**config.mk**
```make
export PLATFORM = sky130hd
export DESIGN_NAME = seg16_scan_mux_flat
export DESIGN_NICKNAME = d
export VERILOG_FILES = /design/src/rtl/seg16_if.sv /design/src/rtl/seg16_scan_mux.sv /design/src/flat_wrapper.sv
export SDC_FILE = /design/constraint.sdc
export NUM_CORES = 1
export LEC_CHECK = 0
export ABC_AREA = 0
export BUFFER_PORTS_ARGS = -buffer_cell sky130_fd_sc_hd__buf_4
export CORE_MARGIN = 2
export CORE_UTILIZATION = 50
export CTS_CLUSTER_SIZE = 20
export DETAILED_ROUTE_END_ITERATION = 12
export PLACE_DENSITY = 0.71
export SLEW_MARGIN = 10
export SYNTH_ARGS = -nofsm -noshare
export SYNTH_HDL_FRONTEND = slang
export SYNTH_SLANG_ARGS = --single-unit
export TNS_END_PERCENT = 20
```
**constraint.sdc**
```tcl
create_clock -name clk -period 7.7 [get_ports clk]
set_input_delay 0 -clock clk [delete_from_list [all_inputs] [get_ports clk]]
set_output_delay 0 -clock clk [all_outputs]
set_load 0.05 [all_outputs]
```
**src/rtl/seg16_if.sv**
```systemverilog
// rtl/seg16_if.sv - glyph/brightness inputs and multiplexed display outputs of seg16_scan_mux
// The display stage is the slave; the upstream scroller (or bench) is the master.
interface seg16_if;
  logic [15:0] char_a;
  logic [15:0] char_b;
  logic [15:0] char_c;
  logic [15:0] char_d;
  logic [3:0]  bright;
  logic [15:0] seg_n;
  logic [3:0]  dig_en;
  logic        frame_start;

  modport master (
    output char_a, char_b, char_c, char_d, bright,
    input  seg_n, dig_en, frame_start
  );

  modport slave (
    input  char_a, char_b, char_c, char_d, bright,
    output seg_n, dig_en, frame_start
  );
endinterface

```
**src/rtl/seg16_scan_mux.sv**
```systemverilog
// rtl/seg16_scan_mux.sv - four-digit 16-segment scan multiplexer with blanking and PWM
// Glyphs and brightness are shadowed once per frame so a scroll step never tears mid-frame.
module seg16_scan_mux #(
  parameter int DIGIT_TICKS = 3022,
  parameter int BLANK_TICKS = 16
) (
  input  logic    clk,
  input  logic    rst,
  seg16_if.slave  bus
);
  localparam int CW = (DIGIT_TICKS > 1) ? $clog2(DIGIT_TICKS) : 1;
  localparam logic [CW-1:0] SLOT_LAST = CW'(DIGIT_TICKS - 1);
  localparam logic [CW-1:0] BLANK_END = CW'(BLANK_TICKS);

  logic [CW-1:0] slot_cnt;
  logic [1:0]    digit_idx;
  logic [3:0]    pwm_cnt;
  logic [15:0]   glyph_sh [4];
  logic [3:0]    bright_sh;

  logic          frame_edge;
  logic          in_blank;
  logic          lit;

  always_comb begin
    frame_edge = (slot_cnt == '0) && (digit_idx == 2'd0);
    in_blank   = (slot_cnt < BLANK_END);
    lit        = !in_blank && ((bright_sh == 4'hF) || (pwm_cnt < bright_sh));
  end

  // Every output is computed from the current counters, so it trails them by one cycle.
  always_ff @(posedge clk) begin
    if (rst) begin
      slot_cnt        <= '0;
      digit_idx       <= 2'd0;
      pwm_cnt         <= 4'd0;
      bright_sh       <= 4'd0;
      for (int i = 0; i < 4; i++) glyph_sh[i] <= 16'hFFFF;
      bus.seg_n       <= 16'hFFFF;
      bus.dig_en      <= 4'b0000;
      bus.frame_start <= 1'b0;
    end else begin
      if (slot_cnt == SLOT_LAST) begin
        slot_cnt  <= '0;
        digit_idx <= digit_idx + 2'd1;
      end else begin
        slot_cnt  <= slot_cnt + 1'b1;
      end

      pwm_cnt <= in_blank ? 4'd0 : pwm_cnt + 4'd1;

      if (frame_edge) begin
        glyph_sh[0] <= bus.char_a;
        glyph_sh[1] <= bus.char_b;
        glyph_sh[2] <= bus.char_c;
        glyph_sh[3] <= bus.char_d;
        bright_sh   <= bus.bright;
      end
      bus.frame_start <= frame_edge;

      if (lit) begin
        bus.seg_n  <= glyph_sh[digit_idx];
        bus.dig_en <= 4'b0001 << digit_idx;
      end else begin
        bus.seg_n  <= 16'hFFFF;
        bus.dig_en <= 4'b0000;
      end
    end
  end
endmodule
```
**src/flat_wrapper.sv**
```systemverilog
// flat-port wrapper written by rule: the top's interface ports become plain ports
module seg16_scan_mux_flat 
#(
  parameter int DIGIT_TICKS = 3022,
  parameter int BLANK_TICKS = 16
)
  (clk, rst, bus_char_a, bus_char_b, bus_char_c, bus_char_d, bus_bright, bus_seg_n, bus_dig_en, bus_frame_start);
  seg16_if bus_i ();
  input  logic clk;
  input  logic rst;
  input wire logic [$bits(bus_i.char_a)-1:0] bus_char_a;
  input wire logic [$bits(bus_i.char_b)-1:0] bus_char_b;
  input wire logic [$bits(bus_i.char_c)-1:0] bus_char_c;
  input wire logic [$bits(bus_i.char_d)-1:0] bus_char_d;
  input wire logic [$bits(bus_i.bright)-1:0] bus_bright;
  output wire logic [$bits(bus_i.seg_n)-1:0] bus_seg_n;
  output wire logic [$bits(bus_i.dig_en)-1:0] bus_dig_en;
  output wire logic [$bits(bus_i.frame_start)-1:0] bus_frame_start;
  assign bus_i.char_a = bus_char_a;
  assign bus_i.char_b = bus_char_b;
  assign bus_i.char_c = bus_char_c;
  assign bus_i.char_d = bus_char_d;
  assign bus_i.bright = bus_bright;
  assign bus_seg_n = bus_i.seg_n;
  assign bus_dig_en = bus_i.dig_en;
  assign bus_frame_start = bus_i.frame_start;
  seg16_scan_mux #(.DIGIT_TICKS(DIGIT_TICKS), .BLANK_TICKS(BLANK_TICKS)) u_core (.clk(clk), .rst(rst), .bus(bus_i));
endmodule
```
== After elaboration in Yosys (flattened, before gate mapping) ==
Memories as Yosys holds them, arrays and structs flattened. A register that Yosys moved wholly into a read port is not among the register bits.
Cells that the tools add are included.

* Memories kept: 1
* Bits of input ports: 70
* Bits in registers: 27
* Memory bits (writable): 64

* Equal/unequal tests: 2
* Shifts and indexed selects: 1
* Mux-type cells: 9
* Bitwise logic cells: 5
* Add/sub/neg operators: 3
* Order comparisons: 2
* Reductions and logical operators: 9

{| class="wikitable"
|+ Memory list
! memory !! words !! bits a word !! read ports !! clocked after memory_dff !! write ports !! RTL line !! text
|-
| u_core.glyph_sh || 4 || 16 || 1 || 1 || 4 || seg16_scan_mux.sv:18 || <nowiki>logic [15:0] glyph_sh [4];</nowiki>
|}

{| class="wikitable"
|+ Operators by type and width
! cell !! count
|-
| two-way mux 16 bit || 4
|-
| adder 12 x 1 -> 12 bit, second input constant || 1
|-
| == test 12 bit, second input constant || 1
|-
| zero test 12 bit || 1
|-
| less-than comparator 12 x 5 -> 1 bit, second input constant || 1
|-
| OR reduction 2 bit || 3
|-
| two-way mux 1 bit || 5
|-
| adder 4 x 1 -> 4 bit, second input constant || 1
|-
| == test 4 bit, second input constant || 1
|-
| less-than comparator 4 bit || 1
|-
| OR 1 bit || 4
|-
| left shift 1 x 2 -> 4 bit, first input constant || 1
|-
| adder 2 x 1 -> 2 bit, second input constant || 1
|-
| logical AND 1 bit || 2
|-
| zero test 2 bit || 1
|-
| zero test 1 bit || 1
|-
| logical OR 1 bit || 1
|-
| inverter 1 bit || 1
|}

== Logic depth before layout (Yosys ltp) ==
Gate-level depths: netlist of run 1.

* Depth after elaboration: 6
* Mapped depth: 8
* Gate-level depth less buffers: 5

== Least setup slack after synthesis of run 1 ==
Ideal clock, no wire load.

* Path kind: reg-to-reg
* From: reg u_core.digit_idx[0]
* To: mem u_core.glyph_sh[0][0] (enable)
* Period minus slack after synthesis: 2.987 ns
* Setup slack: 4.713 ns
* Arrival: 2.569 ns
* Data required time: 7.282 ns
* Stages on the path, launching flop included: 7
* Library setup time: 0.418 ns
* Path through: dfxtp_1 buf_1 inv_1 ha_1 nand4bb_1 o31a_1 inv_1

{| class="wikitable"
|+ RTL lines
! what !! RTL line !! text
|-
| start: declaration || seg16_scan_mux.sv:16 || <nowiki>logic [1:0] digit_idx;</nowiki>
|-
| start signal: assignment || seg16_scan_mux.sv:45 || <nowiki>digit_idx <= digit_idx + 2'd1;</nowiki>
|-
| end: declaration || seg16_scan_mux.sv:18 ||
|}

==> run_summary.xml, run 1 <==
<?xml version="1.0" encoding="UTF-8"?>
<metrics>
  <group name="place">
    <metric name="dp.final_hpwl" unit="mm">5.63</metric>
    <metric name="placement.setup.worst_slack" unit="ps">5040</metric>
    <metric name="placement.cell_area" unit="um2">5170</metric>
    <metric name="gpl.final_weighted_congestion" unit="">0.812</metric>
    <metric name="io_buffers" unit="">90</metric>
    <metric name="place.detailed.instances" unit="">500</metric>
  </group>
  <group name="min_path">
    <metric name="hold_class" unit="">in2reg</metric>
    <metric name="min_path_cells" unit="">3</metric>
    <metric name="worst_hold_startpoint" unit="">rst</metric>
    <metric name="timing.hold.worst_endpoint" unit="">u_core.digit_idx[0]</metric>
  </group>
  <group name="clock_tree">
    <metric name="cts_sinks" unit="">107</metric>
    <metric name="htreeDepth" unit="">3</metric>
    <metric name="clk-insertion-delay-late" unit="ps">370</metric>
    <metric name="holdBufCountCts" unit="">69</metric>
    <metric name="cts.repair_timing.setup_buffer_count" unit="">0</metric>
    <metric name="clock-root-buffer" unit="">sky130_fd_sc_hd__clkbuf_8</metric>
    <metric name="tritoncts" unit="">built</metric>
    <metric name="clock_transition_time_at_the_flip_flop_clock_pins_of_the_worst_setup_and_hold_paths" unit="ps">100</metric>
    <metric name="ctsLongestPathBuffers" unit="">2</metric>
    <metric name="cts_repair_resize_count" unit="">0</metric>
    <metric name="cts_buffers" unit="">9</metric>
  </group>
  <group name="sta">
    <metric name="timing.final.setup_violations" unit="">0</metric>
    <metric name="rsz_0062_raised_after_global_routing" unit="">false</metric>
    <metric name="final_critical_path_setup_slack" unit="ps">5080</metric>
    <metric name="final_min_period_over_clock_period" unit="%">34.0</metric>
    <metric name="timing_worst_slew_pin_value" unit="ps">1140</metric>
    <metric name="achievable-frequency" unit="MHz">382</metric>
    <metric name="final.min_clock_period" unit="ps">2620</metric>
    <metric name="fin_skew" unit="ps">16.6</metric>
    <metric name="relSlewSlack" unit="%">23.9</metric>
    <metric name="fin_tns_setup" unit="ps">0</metric>
    <metric name="timing.final.hold_violations" unit="">0</metric>
    <metric name="final_max_slew_viol_count" unit="">0</metric>
  </group>
  <group name="synth">
    <metric name="yosysWarningCount" unit="">0</metric>
    <metric name="synth_top_area_share" unit="%">43.6</metric>
    <metric name="ys_seq_area_share" unit="%">63.1</metric>
    <metric name="ys.flop_type" unit="">sky130_fd_sc_hd__edfxtp_1</metric>
    <metric name="dominant_combinational_cell_family_by_area_after_synthesis" unit="">simple AND/OR/NAND/NOR gates</metric>
    <metric name="post_synth_inst_count" unit="">318</metric>
    <metric name="synth-compound-area-share" unit="%">8.17</metric>
    <metric name="yosys.area.top_type" unit="">sky130_fd_sc_hd__edfxtp_1</metric>
    <metric name="postSynth.asyncResetShare" unit="%">0</metric>
    <metric name="mappedNetlistArea" unit="um2">4410</metric>
    <metric name="yosys-mux-area-fraction" unit="%">8.17</metric>
    <metric name="syn_nets" unit="">396</metric>
    <metric name="synth_edf_count" unit="">64</metric>
    <metric name="netlist_cell_types" unit="">34</metric>
    <metric name="avgSynthCellArea" unit="um2">13.9</metric>
    <metric name="post_synth_and_or_nand_nor_area_fraction" unit="%">14.2</metric>
    <metric name="ys_top_cells_by_area" unit="">sky130_fd_sc_hd__edfxtp_1 (44%), sky130_fd_sc_hd__dfxtp_1 (20%), sky130_fd_sc_hd__nand2b_1 (9.1%)</metric>
    <metric name="post_synth_xor_area_fraction" unit="%">0.993</metric>
    <metric name="ys_ff_latch" unit="">107</metric>
    <metric name="yosys.area_share.adder" unit="%">2.27</metric>
  </group>
  <group name="routing">
    <metric name="detail-route-antenna-nets" unit="">0</metric>
    <metric name="1st_iter_drt_viols" unit="">206</metric>
    <metric name="avgViaCountPerCell" unit="">5.28</metric>
    <metric name="postRouteWirelength" unit="mm">9.56</metric>
    <metric name="via_count" unit="">3090</metric>
    <metric name="post_drt_wl_per_cell" unit="um">16.3</metric>
    <metric name="route.detailed.drc" unit="">0</metric>
    <metric name="detailedRoute.firstPassIterationCount" unit="">5</metric>
  </group>
  <group name="die">
    <metric name="start_util" unit="%">51.1</metric>
    <metric name="die_area" unit="um2">9590</metric>
    <metric name="floorplan.core_area" unit="um2">8640</metric>
    <metric name="floorplan.die.height" unit="um">97.9</metric>
    <metric name="num_io_pins" unit="">91</metric>
    <metric name="num_rows" unit="">34</metric>
    <metric name="chip_width" unit="um">97.9</metric>
  </group>
  <group name="global_routing">
    <metric name="gr-usage-all-layers" unit="%">21.0</metric>
    <metric name="busiest_layer" unit="">met2</metric>
    <metric name="first_global_vias" unit="">3280</metric>
    <metric name="gr-usage-met2" unit="%">35.6</metric>
    <metric name="grtUsageMet1" unit="%">26.9</metric>
    <metric name="grt_start_max_net_pins" unit="">65</metric>
    <metric name="groute.layer.met3.usage" unit="%">4.15</metric>
    <metric name="initial_antenna_violation_count" unit="">0</metric>
    <metric name="first_pass_grt_wire_length" unit="mm">15.7</metric>
    <metric name="overflow" unit="">0</metric>
  </group>
  <group name="critical_path">
    <metric name="rr_startpoint" unit="">u_core.digit_idx[1]</metric>
    <metric name="r2r_cells" unit="">6</metric>
    <metric name="rrSetupSlack" unit="ps">5080</metric>
    <metric name="worst_ep_arrival_time" unit="ps">2620</metric>
    <metric name="critical_path_class" unit="">reg2reg</metric>
    <metric name="critPathMaxFanout" unit="">64</metric>
    <metric name="worstSetupStartpointType" unit="">register</metric>
    <metric name="critPathMaxStageDelay" unit="ps">630</metric>
    <metric name="critical_path.endpoint_type" unit="">register</metric>
    <metric name="path_cells" unit="">inv_1 -&gt; ha_1 -&gt; nand4bb_1 -&gt; o31a_1 -&gt; inv_2 -&gt; buf_4</metric>
    <metric name="worstPathRequired" unit="ps">7700</metric>
    <metric name="timing.critical_path.slowest_stage_cell" unit="">sky130_fd_sc_hd__dfxtp_1</metric>
    <metric name="worst_r2r_endpoint" unit="">u_core.glyph_sh[2][9]</metric>
  </group>
  <group name="job">
    <metric name="max_cap_viol_count" unit="">0</metric>
  </group>
  <group name="finish">
    <metric name="nNetsFinal" unit="">550</metric>
    <metric name="flow.area_growth_from_synthesis" unit="%">38.2</metric>
    <metric name="final_cells" unit="">585</metric>
    <metric name="fillCellCount" unit="">589</metric>
    <metric name="final_design_area_no_fill" unit="um2">6100</metric>
    <metric name="layout-drive-gt1-share" unit="%">27.7</metric>
    <metric name="multiInputGateArea" unit="um2">1510</metric>
    <metric name="insertedDiodeCount" unit="">0</metric>
    <metric name="sequential_cell_area" unit="um2">2780</metric>
  </group>
  <group name="power">
    <metric name="power.share.combinational" unit="%">11.3</metric>
    <metric name="power_report.internal_total" unit="W">0.000900</metric>
    <metric name="power.switching_fraction" unit="%">23.1</metric>
    <metric name="sequentialPowerShare" unit="%">55.6</metric>
    <metric name="peakVddDrop" unit="mV">0.0995</metric>
    <metric name="powerDensity" unit="nW/um2">192</metric>
    <metric name="post-layout-total-power" unit="W">0.00117</metric>
    <metric name="power_leakage" unit="nW">2.10</metric>
    <metric name="power_frac_clock" unit="%">33.1</metric>
    <metric name="total_switching_power" unit="W">0.000270</metric>
  </group>
  <group name="outcome">
    <metric name="outcome" unit="">finished, final reports clean</metric>
  </group>
</metrics>
==> logic make-up after synthesis <==
group,Yosys count
flip-flops,107
AND/OR/NAND/NOR,102
AO/OA/AOI/OAI,48
buffers and inverters,32
multiplexers,16
adder cells (fa/ha/maj),8
XOR/XNOR,5
==> layout make-up <==
cell class	instances	share of cell area, %
repair buffers	163	22.9
clock inverters	7	1.78
clock buffers	9	2.03
multi-input cells	179	24.7
inverters	12	0.739
flip-flops and latches	107	45.6
well taps	108	2.22
==> power groups by stage <==
stage                     Combinational [W]  Clock (W)  Sequential, W
after floorplan                   0.0000600          0       0.000662
after global placement             0.000102          0       0.000663
after detailed placement           0.000104          0       0.000664
after CTS                          0.000132   0.000391       0.000651
after global routing               0.000144   0.000417       0.000654
final                              0.000132   0.000387       0.000651
==> worst max-delay path, delay by kind of cell, from the launching register on <==
kind / cells / cell delay, ps
buf+inv: 3 / 900
simple gates: 1 / 180
fa+ha+maj: 1 / 170
compound gates: 1 / 350
flops: 1 / 630
==> layer usage <==
layer | share of wire, % | up-vias
met5 | 0 | -
met4 | 1.5 | 0
met3 | 5.5 | 13
met2 | 50 | 103
met1 | 43 | 1490
li1 | - | 1484
==> sequential cells by signal, indices dropped and copies added (netlist names) <==
signal and count:
u_core.bus.dig_en 4, u_core.glyph_sh 64, u_core.bus.seg_n 16, u_core.pwm_cnt 4
u_core.digit_idx 2, u_core.slot_cnt 12, u_core.bus.frame_start 1, u_core.bright_sh 4
==> worst max-delay path by stage <==
stage	from	end	slack, ps	cells past startpoint
floorplan	u_core.digit_idx[0]	u_core.glyph_sh[0][0]	4710	6
global placement	u_core.digit_idx[1]	u_core.glyph_sh[0][11]	5110	6
detailed placement	u_core.digit_idx[1]	u_core.glyph_sh[0][11]	5040	6
CTS	u_core.digit_idx[1]	u_core.glyph_sh[2][13]	5040	6
global route	u_core.digit_idx[1]	u_core.glyph_sh[0][13]	4860	6
finish	u_core.digit_idx[1]	u_core.glyph_sh[2][9]	5080	6
==> cells in the final DEF (no fill, tap or decap), types with 2 or more instances in the layout <==
| cell | n |
|---|---|
| sky130_fd_sc_hd__dfxtp_1 | 43 |
| sky130_fd_sc_hd__a21oi_1 | 8 |
| sky130_fd_sc_hd__nand3_1 | 6 |
| sky130_fd_sc_hd__or4_1 | 5 |
| sky130_fd_sc_hd__nand2_1 | 4 |
| sky130_fd_sc_hd__a22o_1 | 4 |
| sky130_fd_sc_hd__bufinv_16 | 2 |
| sky130_fd_sc_hd__inv_8 | 2 |
| sky130_fd_sc_hd__clkinv_4 | 3 |
| sky130_fd_sc_hd__xnor2_1 | 2 |
| sky130_fd_sc_hd__a2111oi_0 | 4 |
| sky130_fd_sc_hd__nor2_1 | 10 |
| sky130_fd_sc_hd__nand4_1 | 4 |
| sky130_fd_sc_hd__nand2b_1 | 64 |
| sky130_fd_sc_hd__buf_4 | 94 |
| sky130_fd_sc_hd__o21ai_2 | 2 |
| sky130_fd_sc_hd__xor2_1 | 3 |
| sky130_fd_sc_hd__or3_1 | 5 |
| sky130_fd_sc_hd__ha_1 | 8 |
| sky130_fd_sc_hd__o21ai_0 | 4 |
| sky130_fd_sc_hd__inv_1 | 11 |
| sky130_fd_sc_hd__a211o_1 | 16 |
| sky130_fd_sc_hd__clkbuf_8 | 9 |
| sky130_fd_sc_hd__o31ai_1 | 5 |
| sky130_fd_sc_hd__mux4_2 | 16 |
| sky130_fd_sc_hd__edfxtp_1 | 64 |
| sky130_fd_sc_hd__dlygate4sd3_1 | 69 |
==> synth_stat cells, types with 2 or more instances <==
master                      instances
sky130_fd_sc_hd__xor2_1             3
sky130_fd_sc_hd__buf_6              2
sky130_fd_sc_hd__nand3_1            6
sky130_fd_sc_hd__nand2_1            4
sky130_fd_sc_hd__clkbuf_1          14
sky130_fd_sc_hd__xnor2_1            2
sky130_fd_sc_hd__or3_1              5
sky130_fd_sc_hd__dfxtp_1           43
sky130_fd_sc_hd__nand2b_1          64
sky130_fd_sc_hd__a22o_1             4
sky130_fd_sc_hd__inv_1             12
sky130_fd_sc_hd__nand4_1            4
sky130_fd_sc_hd__a211o_1           16
sky130_fd_sc_hd__or4_1              5
sky130_fd_sc_hd__nor2_1            10
sky130_fd_sc_hd__ha_1               8
sky130_fd_sc_hd__edfxtp_1          64
sky130_fd_sc_hd__buf_2              2
sky130_fd_sc_hd__mux4_2            16
sky130_fd_sc_hd__o21ai_0            5
sky130_fd_sc_hd__buf_1              2
sky130_fd_sc_hd__a2111oi_0          4
sky130_fd_sc_hd__a21oi_1            8
sky130_fd_sc_hd__o31ai_1            5
==> metrics by stage <==
step	utilization (%)	hold slack (ps)
after floorplan	-	69.1
after global placement	59.9	213
after detailed placement	59.9	215
after CTS	70.6	375
after global routing	70.6	406
final	70.6	409
No activity file was read; power rests on OpenSTA's default activity.
==> inputs of run 2 (changes only) <==
--- a/config.mk
+++ b/config.mk
@@ -8,10 +8,10 @@
 export ABC_AREA = 0
 export BUFFER_PORTS_ARGS = -buffer_cell sky130_fd_sc_hd__buf_4
 export CORE_MARGIN = 2
-export CORE_UTILIZATION = 50
+export CORE_UTILIZATION = 49
 export CTS_CLUSTER_SIZE = 20
 export DETAILED_ROUTE_END_ITERATION = 12
-export PLACE_DENSITY = 0.71
+export PLACE_DENSITY = 0.72
 export SLEW_MARGIN = 10
 export SYNTH_ARGS = -nofsm -noshare
 export SYNTH_HDL_FRONTEND = slang
==> constraint.sdc (replaced) <==
create_clock -name clk -period 2.14 [get_ports clk]
set_input_delay 0 -clock clk [delete_from_list [all_inputs] [get_ports clk]]
set_output_delay 0 -clock clk [all_outputs]
set_load 0.05 [all_outputs]
==> run 2 against run 1 <==
Worst hold slack worse by 22 ps. Critical endpoint is now u_core.glyph_sh[0][7]. Sequential share of layout area shrank 1.0 points. Cell area rose by 2.3%. Sequential power grew to 3.6 times the previous value. Highest routed layer unchanged. Total power rose to 3.5 times the previous value. Clock power increased to 3.2 times the previous value. Critical path depth shrank 2. Routed wire length rose by 5.7%.
==> run_summary.xml, run 2 (synthesis gave the netlist of run 1 again) <==
<?xml version="1.0" encoding="UTF-8"?>
<metrics>
  <group name="place">
    <metric name="io_buffers" unit="">90</metric>
    <metric name="dp.final_hpwl" unit="mm">6.03</metric>
    <metric name="placement.cell_area" unit="um2">5320</metric>
    <metric name="gpl.final_weighted_congestion" unit="">0.799</metric>
    <metric name="placement.setup.worst_slack" unit="ps">65.6</metric>
  </group>
  <group name="global_routing">
    <metric name="grt_start_max_net_pins" unit="">47</metric>
    <metric name="grtUsageMet1" unit="%">24.0</metric>
    <metric name="busiest_layer" unit="">met2</metric>
    <metric name="gr-usage-met2" unit="%">37.2</metric>
    <metric name="first_global_vias" unit="">3277</metric>
    <metric name="first_pass_grt_wire_length" unit="mm">15.5</metric>
    <metric name="groute.layer.met3.usage" unit="%">3.90</metric>
    <metric name="overflow" unit="">0</metric>
    <metric name="initial_antenna_violation_count" unit="">0</metric>
    <metric name="gr-usage-all-layers" unit="%">20.8</metric>
  </group>
  <group name="finish">
    <metric name="flow.area_growth_from_synthesis" unit="%">41.5</metric>
    <metric name="most-common-layout-cells" unit="">sky130_fd_sc_hd__buf_4 (98), sky130_fd_sc_hd__dlygate4sd3_1 (69), sky130_fd_sc_hd__nand2b_1 (64), sky130_fd_sc_hd__edfxtp_1 (64), sky130_fd_sc_hd__dfxtp_1 (41)</metric>
    <metric name="nNetsFinal" unit="">558</metric>
    <metric name="most_frequent_standard_cell_in_the_layout_excluding_fill_and_tap_cells" unit="">sky130_fd_sc_hd__buf_4</metric>
    <metric name="max_flop_register" unit="">u_core.glyph_sh</metric>
    <metric name="insertedDiodeCount" unit="">0</metric>
    <metric name="largest_reg_flops" unit="">64</metric>
    <metric name="largest_registers_in_the_final_layout" unit="">u_core.glyph_sh: 64 flops, u_core.bus.seg_n: 16 flops, u_core.slot_cnt: 12 flops</metric>
    <metric name="final_design_area_no_fill" unit="um2">6240</metric>
    <metric name="final_core_util" unit="%">71.6</metric>
    <metric name="layout-drive-gt1-share" unit="%">30.1</metric>
  </group>
  <group name="clock_tree">
    <metric name="cts.repair_timing.setup_buffer_count" unit="">0</metric>
    <metric name="cts_buffers" unit="">9</metric>
    <metric name="tritoncts" unit="">built</metric>
    <metric name="cts_sinks" unit="">107</metric>
    <metric name="htreeDepth" unit="">3</metric>
    <metric name="ctsLongestPathBuffers" unit="">2</metric>
    <metric name="clk-insertion-delay-late" unit="ps">360</metric>
    <metric name="clock-root-buffer" unit="">sky130_fd_sc_hd__clkbuf_8</metric>
    <metric name="clock_transition_time_at_the_flip_flop_clock_pins_of_the_worst_setup_and_hold_paths" unit="ps">100</metric>
  </group>
  <group name="die">
    <metric name="num_io_pins" unit="">91</metric>
    <metric name="num_rows" unit="">34</metric>
    <metric name="chip_width" unit="um">98.9</metric>
    <metric name="floorplan.die.height" unit="um">98.9</metric>
    <metric name="floorplan.core_area" unit="um2">8720</metric>
    <metric name="start_util" unit="%">50.6</metric>
    <metric name="die_area" unit="um2">9780</metric>
  </group>
  <group name="routing">
    <metric name="post_drt_wl_per_cell" unit="um">17.0</metric>
    <metric name="route.detailed.drc" unit="">0</metric>
    <metric name="detailedRoute.firstPassIterationCount" unit="">4</metric>
    <metric name="via_count" unit="">3194</metric>
    <metric name="postRouteWirelength" unit="mm">10.1</metric>
    <metric name="avgViaCountPerCell" unit="">5.39</metric>
    <metric name="detail-route-antenna-nets" unit="">0</metric>
    <metric name="1st_iter_drt_viols" unit="">120</metric>
  </group>
  <group name="critical_path">
    <metric name="timing.critical_path.slowest_stage_cell" unit="">sky130_fd_sc_hd__or4_1</metric>
    <metric name="critPathMaxFanout" unit="">28</metric>
    <metric name="critPathMaxStageDelay" unit="ps">640</metric>
    <metric name="worstPathRequired" unit="ps">2200</metric>
    <metric name="critical_path.endpoint_type" unit="">register</metric>
    <metric name="worst_ep_arrival_time" unit="ps">2100</metric>
    <metric name="worstSetupStartpointType" unit="">register</metric>
    <metric name="path_cells" unit="">or4_1 -&gt; o31a_1 -&gt; clkinvlp_4 -&gt; buf_12</metric>
    <metric name="critical_path_class" unit="">reg2reg</metric>
  </group>
  <group name="sta">
    <metric name="rsz_0062_raised_after_global_routing" unit="">false</metric>
    <metric name="timing.final.hold_violations" unit="">0</metric>
    <metric name="final.min_clock_period" unit="ps">2040</metric>
    <metric name="fin_tns_setup" unit="ps">0</metric>
    <metric name="fin_skew" unit="ps">10.2</metric>
    <metric name="relSlewSlack" unit="%">51.1</metric>
    <metric name="final_min_period_over_clock_period" unit="%">95.2</metric>
    <metric name="final_max_slew_viol_count" unit="">0</metric>
    <metric name="achievable-frequency" unit="MHz">491</metric>
    <metric name="timing.final.setup_violations" unit="">0</metric>
    <metric name="final_critical_path_setup_slack" unit="ps">102</metric>
    <metric name="timing_worst_slew_pin_value" unit="ps">731</metric>
  </group>
  <group name="power">
    <metric name="powerDensity" unit="nW/um2">660</metric>
    <metric name="power_leakage" unit="nW">2.14</metric>
    <metric name="post-layout-total-power" unit="W">0.00412</metric>
    <metric name="peakVddDrop" unit="mV">0.341</metric>
  </group>
  <group name="job">
    <metric name="max_cap_viol_count" unit="">0</metric>
  </group>
  <group name="outcome">
    <metric name="outcome" unit="">finished, final reports clean</metric>
  </group>
  <group name="min_path">
    <metric name="hold_class" unit="">in2reg</metric>
  </group>
</metrics>
==> run 2: cell types whose count changed in the layout (fill, tap and decap cells not counted), moves of 2 or more <==
cell                         change
sky130_fd_sc_hd__buf_4           +4
sky130_fd_sc_hd__clkinvlp_4      +3
sky130_fd_sc_hd__inv_1           -2
sky130_fd_sc_hd__inv_8           -2
sky130_fd_sc_hd__dfxtp_2         +2
sky130_fd_sc_hd__buf_12          +4
sky130_fd_sc_hd__dfxtp_1         -2
==> run 2: final cells by class <==
| cell class | count | area [um2] |
|---|---|---|
| Inverter | 12 | 51.3 |
| Tap cell | 108 | 135 |
| Sequential cell | 107 | 2790 |
| Timing Repair Buffer | 171 | 1510 |
| Multi-Input combinational cell | 179 | 1560 |
| Clock inverter | 5 | 62.6 |
| Fill cell | 563 | 2480 |
| Clock buffer | 11 | 141 |
==> run 2: critical path: cells and delay by family (launching register included) <==
kind,cells,cell delay [ps]
AO/OA/AOI/OAI,1,360
buffers and inverters,2,360
flip-flops,1,380
AND/OR/NAND/NOR,1,640
==> run 2: metal layers <==
layer  vias to the layer above  part of all wire [%]
met1                      1572                    40
met4                         0                   2.4
li1                       1501                     -
met5                         -                     0
met3                        22                   4.7
met2                        99                    53
==> run 2: repair_timing <==
action                                  CTS  global route
endpoints found under the setup margin    0             4
hold buffers                             69             0
gates resized for setup                   0             3
hold endpoints to repair                 69             0
==> run 2: per-stage QoR <==
| stage | cells | hold slack, ps |
|---|---|---|
| after global routing | 593 | 389 |
| after global placement | 508 | 210 |
| final | 593 | 387 |
| after CTS | 593 | 366 |
| after floorplan | 318 | 61.7 |
| after detailed placement | 508 | 208 |
==> run 2: report_power, final <==
| part | total [W] | switching, W | internal (W) | leakage [nW] |
|---|---|---|---|---|
| logic | 0.000530 | 0.000237 | 0.000293 | 1.17 |
| registers | 0.00234 | 0.0000402 | 0.00230 | 0.883 |
| clock network | 0.00125 | 0.000670 | 0.000578 | 0.0957 |
| total | 0.00412 | 0.000947 | 0.00317 | 2.14 |
==> run 2: path summary, 6_finish.rpt <==
kind | from | endpoint | slack, ps | cells past startpoint
max | u_core.slot_cnt[7] | u_core.glyph_sh[0][7] | 100 | 4
min | rst | u_core.digit_idx[0] | 390 | 3
max reg2reg | u_core.slot_cnt[7] | u_core.glyph_sh[0][7] | 100 | 4
min reg2reg | u_core.slot_cnt[0] | u_core.slot_cnt[0] | 480 | 1
==> inputs of run 3 (changes only) <==
--- a/config.mk
+++ b/config.mk
@@ -8,10 +8,11 @@
 export ABC_AREA = 0
 export BUFFER_PORTS_ARGS = -buffer_cell sky130_fd_sc_hd__buf_4
 export CORE_MARGIN = 2
-export CORE_UTILIZATION = 49
+export CORE_UTILIZATION = 50
+export CTS_BUF_LIST = sky130_fd_sc_hd__clkbuf_4 sky130_fd_sc_hd__clkbuf_8
 export CTS_CLUSTER_SIZE = 20
 export DETAILED_ROUTE_END_ITERATION = 12
-export PLACE_DENSITY = 0.72
+export PLACE_DENSITY = 0.74
 export SLEW_MARGIN = 10
 export SYNTH_ARGS = -nofsm -noshare
 export SYNTH_HDL_FRONTEND = slang
==> run 3 against run 2 <==
Combinational power shrank 2%. Critical path type unchanged. Clock power is essentially flat. Non-clock buffer count is 2 lower. Register-to-register slack hardly changed. First-iteration DRC count shrank 5.8%.
==> run_summary.xml, run 3 (synthesis gave the netlist of run 1 again) <==
<?xml version="1.0" encoding="UTF-8"?>
<metrics>
  <group name="sta">
    <metric name="fin_skew" unit="ps">10.8</metric>
    <metric name="final_min_period_over_clock_period" unit="%">95.1</metric>
    <metric name="final.min_clock_period" unit="ps">2040</metric>
    <metric name="timing.final.setup_violations" unit="">0</metric>
    <metric name="achievable-frequency" unit="MHz">491</metric>
    <metric name="timing_worst_slew_pin_value" unit="ps">1060</metric>
    <metric name="timing.final.hold_violations" unit="">0</metric>
    <metric name="rsz_0062_raised_after_global_routing" unit="">true</metric>
    <metric name="relSlewSlack" unit="%">29.5</metric>
    <metric name="holdWs" unit="ps">387</metric>
    <metric name="final_max_slew_viol_count" unit="">0</metric>
    <metric name="fin_tns_setup" unit="ps">0</metric>
  </group>
  <group name="die">
    <metric name="num_io_pins" unit="">91</metric>
    <metric name="floorplan.core_area" unit="um2">8640</metric>
    <metric name="num_rows" unit="">34</metric>
    <metric name="chip_width" unit="um">97.9</metric>
    <metric name="floorplan.die.height" unit="um">97.9</metric>
    <metric name="start_util" unit="%">51.1</metric>
    <metric name="die_area" unit="um2">9590</metric>
  </group>
  <group name="finish">
    <metric name="largest_registers_in_the_final_layout" unit="">u_core.glyph_sh: 64 flops, u_core.bus.seg_n: 16 flops, u_core.slot_cnt: 12 flops</metric>
    <metric name="layout-drive-gt1-share" unit="%">29.8</metric>
    <metric name="max_flop_register" unit="">u_core.glyph_sh</metric>
    <metric name="final_cells" unit="">591</metric>
    <metric name="insertedDiodeCount" unit="">0</metric>
    <metric name="multiInputGateArea" unit="um2">1540</metric>
    <metric name="nNetsFinal" unit="">556</metric>
    <metric name="largest_reg_flops" unit="">64</metric>
    <metric name="most-common-layout-cells" unit="">sky130_fd_sc_hd__buf_4 (96), sky130_fd_sc_hd__dlygate4sd3_1 (69), sky130_fd_sc_hd__nand2b_1 (64), sky130_fd_sc_hd__edfxtp_1 (64), sky130_fd_sc_hd__dfxtp_1 (41)</metric>
    <metric name="sequential_cell_area" unit="um2">2790</metric>
    <metric name="flow.area_growth_from_synthesis" unit="%">40.6</metric>
    <metric name="most_frequent_standard_cell_in_the_layout_excluding_fill_and_tap_cells" unit="">sky130_fd_sc_hd__buf_4</metric>
    <metric name="fillCellCount" unit="">558</metric>
  </group>
  <group name="power">
    <metric name="power.share.combinational" unit="%">12.7</metric>
    <metric name="post-layout-total-power" unit="W">0.00409</metric>
    <metric name="sequentialPowerShare" unit="%">57.2</metric>
    <metric name="power_report.internal_total" unit="W">0.00316</metric>
    <metric name="peakVddDrop" unit="mV">0.402</metric>
    <metric name="power_leakage" unit="nW">2.13</metric>
    <metric name="powerDensity" unit="nW/um2">659</metric>
    <metric name="power_frac_clock" unit="%">30.0</metric>
    <metric name="total_switching_power" unit="W">0.000924</metric>
    <metric name="power.switching_fraction" unit="%">22.6</metric>
  </group>
  <group name="routing">
    <metric name="avgViaCountPerCell" unit="">5.27</metric>
    <metric name="detail-route-antenna-nets" unit="">0</metric>
    <metric name="postRouteWirelength" unit="mm">9.51</metric>
    <metric name="via_count" unit="">3112</metric>
    <metric name="route.detailed.drc" unit="">0</metric>
    <metric name="detailedRoute.firstPassIterationCount" unit="">4</metric>
    <metric name="1st_iter_drt_viols" unit="">113</metric>
    <metric name="post_drt_wl_per_cell" unit="um">16.1</metric>
  </group>
  <group name="place">
    <metric name="io_buffers" unit="">90</metric>
    <metric name="dp.final_hpwl" unit="mm">5.83</metric>
    <metric name="gpl.final_weighted_congestion" unit="">0.841</metric>
    <metric name="place.detailed.instances" unit="">505</metric>
  </group>
  <group name="critical_path">
    <metric name="critical_path_class" unit="">reg2reg</metric>
    <metric name="critPathMaxStageDelay" unit="ps">640</metric>
    <metric name="critPathMaxFanout" unit="">21</metric>
    <metric name="rrSetupSlack" unit="ps">100</metric>
    <metric name="worst_ep_arrival_time" unit="ps">2120</metric>
    <metric name="worstPathRequired" unit="ps">2220</metric>
    <metric name="critical_path.endpoint_type" unit="">register</metric>
    <metric name="worstSetupStartpointType" unit="">register</metric>
    <metric name="timing.critical_path.slowest_stage_cell" unit="">sky130_fd_sc_hd__or4_1</metric>
    <metric name="path_cells" unit="">or4_1 -&gt; o31a_1 -&gt; clkinvlp_4 -&gt; clkbuf_16</metric>
  </group>
  <group name="global_routing">
    <metric name="overflow" unit="">0</metric>
    <metric name="first_global_vias" unit="">3184</metric>
    <metric name="grt_start_max_net_pins" unit="">58</metric>
    <metric name="first_pass_grt_wire_length" unit="mm">15.4</metric>
    <metric name="gr-usage-all-layers" unit="%">20.6</metric>
    <metric name="initial_antenna_violation_count" unit="">0</metric>
  </group>
  <group name="min_path">
    <metric name="hold_class" unit="">in2reg</metric>
  </group>
  <group name="clock_tree">
    <metric name="clock_transition_time_at_the_flip_flop_clock_pins_of_the_worst_setup_and_hold_paths" unit="ps">100</metric>
    <metric name="cts_sinks" unit="">107</metric>
    <metric name="tritoncts" unit="">built</metric>
    <metric name="clock-root-buffer" unit="">sky130_fd_sc_hd__clkbuf_8</metric>
    <metric name="htreeDepth" unit="">3</metric>
    <metric name="cts_buffers" unit="">9</metric>
    <metric name="clk-insertion-delay-late" unit="ps">360</metric>
    <metric name="ctsLongestPathBuffers" unit="">2</metric>
  </group>
  <group name="outcome">
    <metric name="outcome" unit="">finished, final reports clean</metric>
  </group>
  <group name="job">
    <metric name="max_cap_viol_count" unit="">0</metric>
  </group>
</metrics>
-- run 3: per-layer routing --
| layer | part of all wire (%) | wire length (um) | track usage [%] |
|---|---|---|---|
| met5 | 0 | 0 | 0 |
| met4 | 2.0 | 194 | 6.84 |
| met3 | 4.3 | 412 | 5.30 |
| met2 | 54 | 5130 | 37.2 |
| met1 | 40 | 3770 | 23.9 |
-- run 3: path summary, 6_finish.rpt --
check | start | endpoint | cells after the start
setup / recovery | u_core.slot_cnt[7] | u_core.glyph_sh[2][14] | 4
hold / removal | rst | u_core.digit_idx[0] | 3
setup reg to reg | u_core.slot_cnt[7] | u_core.glyph_sh[2][14] | 4
hold reg to reg | u_core.pwm_cnt[0] | u_core.pwm_cnt[0] | 1
-- run 3: final cells by class --
class / count / share of cell area [%]
well taps: 108 / 2.18
flip-flops and latches: 107 / 44.9
clock buffers: 11 / 2.24
repair buffers: 169 / 24.1
multi-input cells: 179 / 24.7
clock inverters: 5 / 1.01
inverters: 12 / 0.827
-- run 3: timing repair --
item                                    in CTS  in global routing
endpoints found under the setup margin       0                 40
setup buffers                                0                  0
hold endpoints to repair                    69                  0
hold buffers                                69                  0
gates resized for setup                      0                  0
-- run 3: power groups by stage --
stage               Clock [W]  Sequential, W  Combinational, W
finish                0.00123        0.00234          0.000521
global route          0.00133        0.00235          0.000564
CTS                   0.00126        0.00234          0.000512
detailed placement          0        0.00239          0.000410
global placement            0        0.00238          0.000399
floorplan                   0        0.00238          0.000224
-- run 3: critical path, delay by kind of cell (launching register included) --
kind | cells | cell delay [ps]
and+or+nand+nor | 1 | 640
buffers and inverters | 2 | 390
DFF | 1 | 370
AOI/OAI and AO/OA | 1 | 360
-- run 3: per-stage QoR --
step	setup WS, ps	utilization, %	cell area, um2
after floorplan	-250	-	4470
after global placement	142	61.2	5290
after detailed placement	81.7	61.2	5290
after CTS	61.8	71.6	6180
after global routing	-5.36	71.8	6200
final	105	71.8	6200
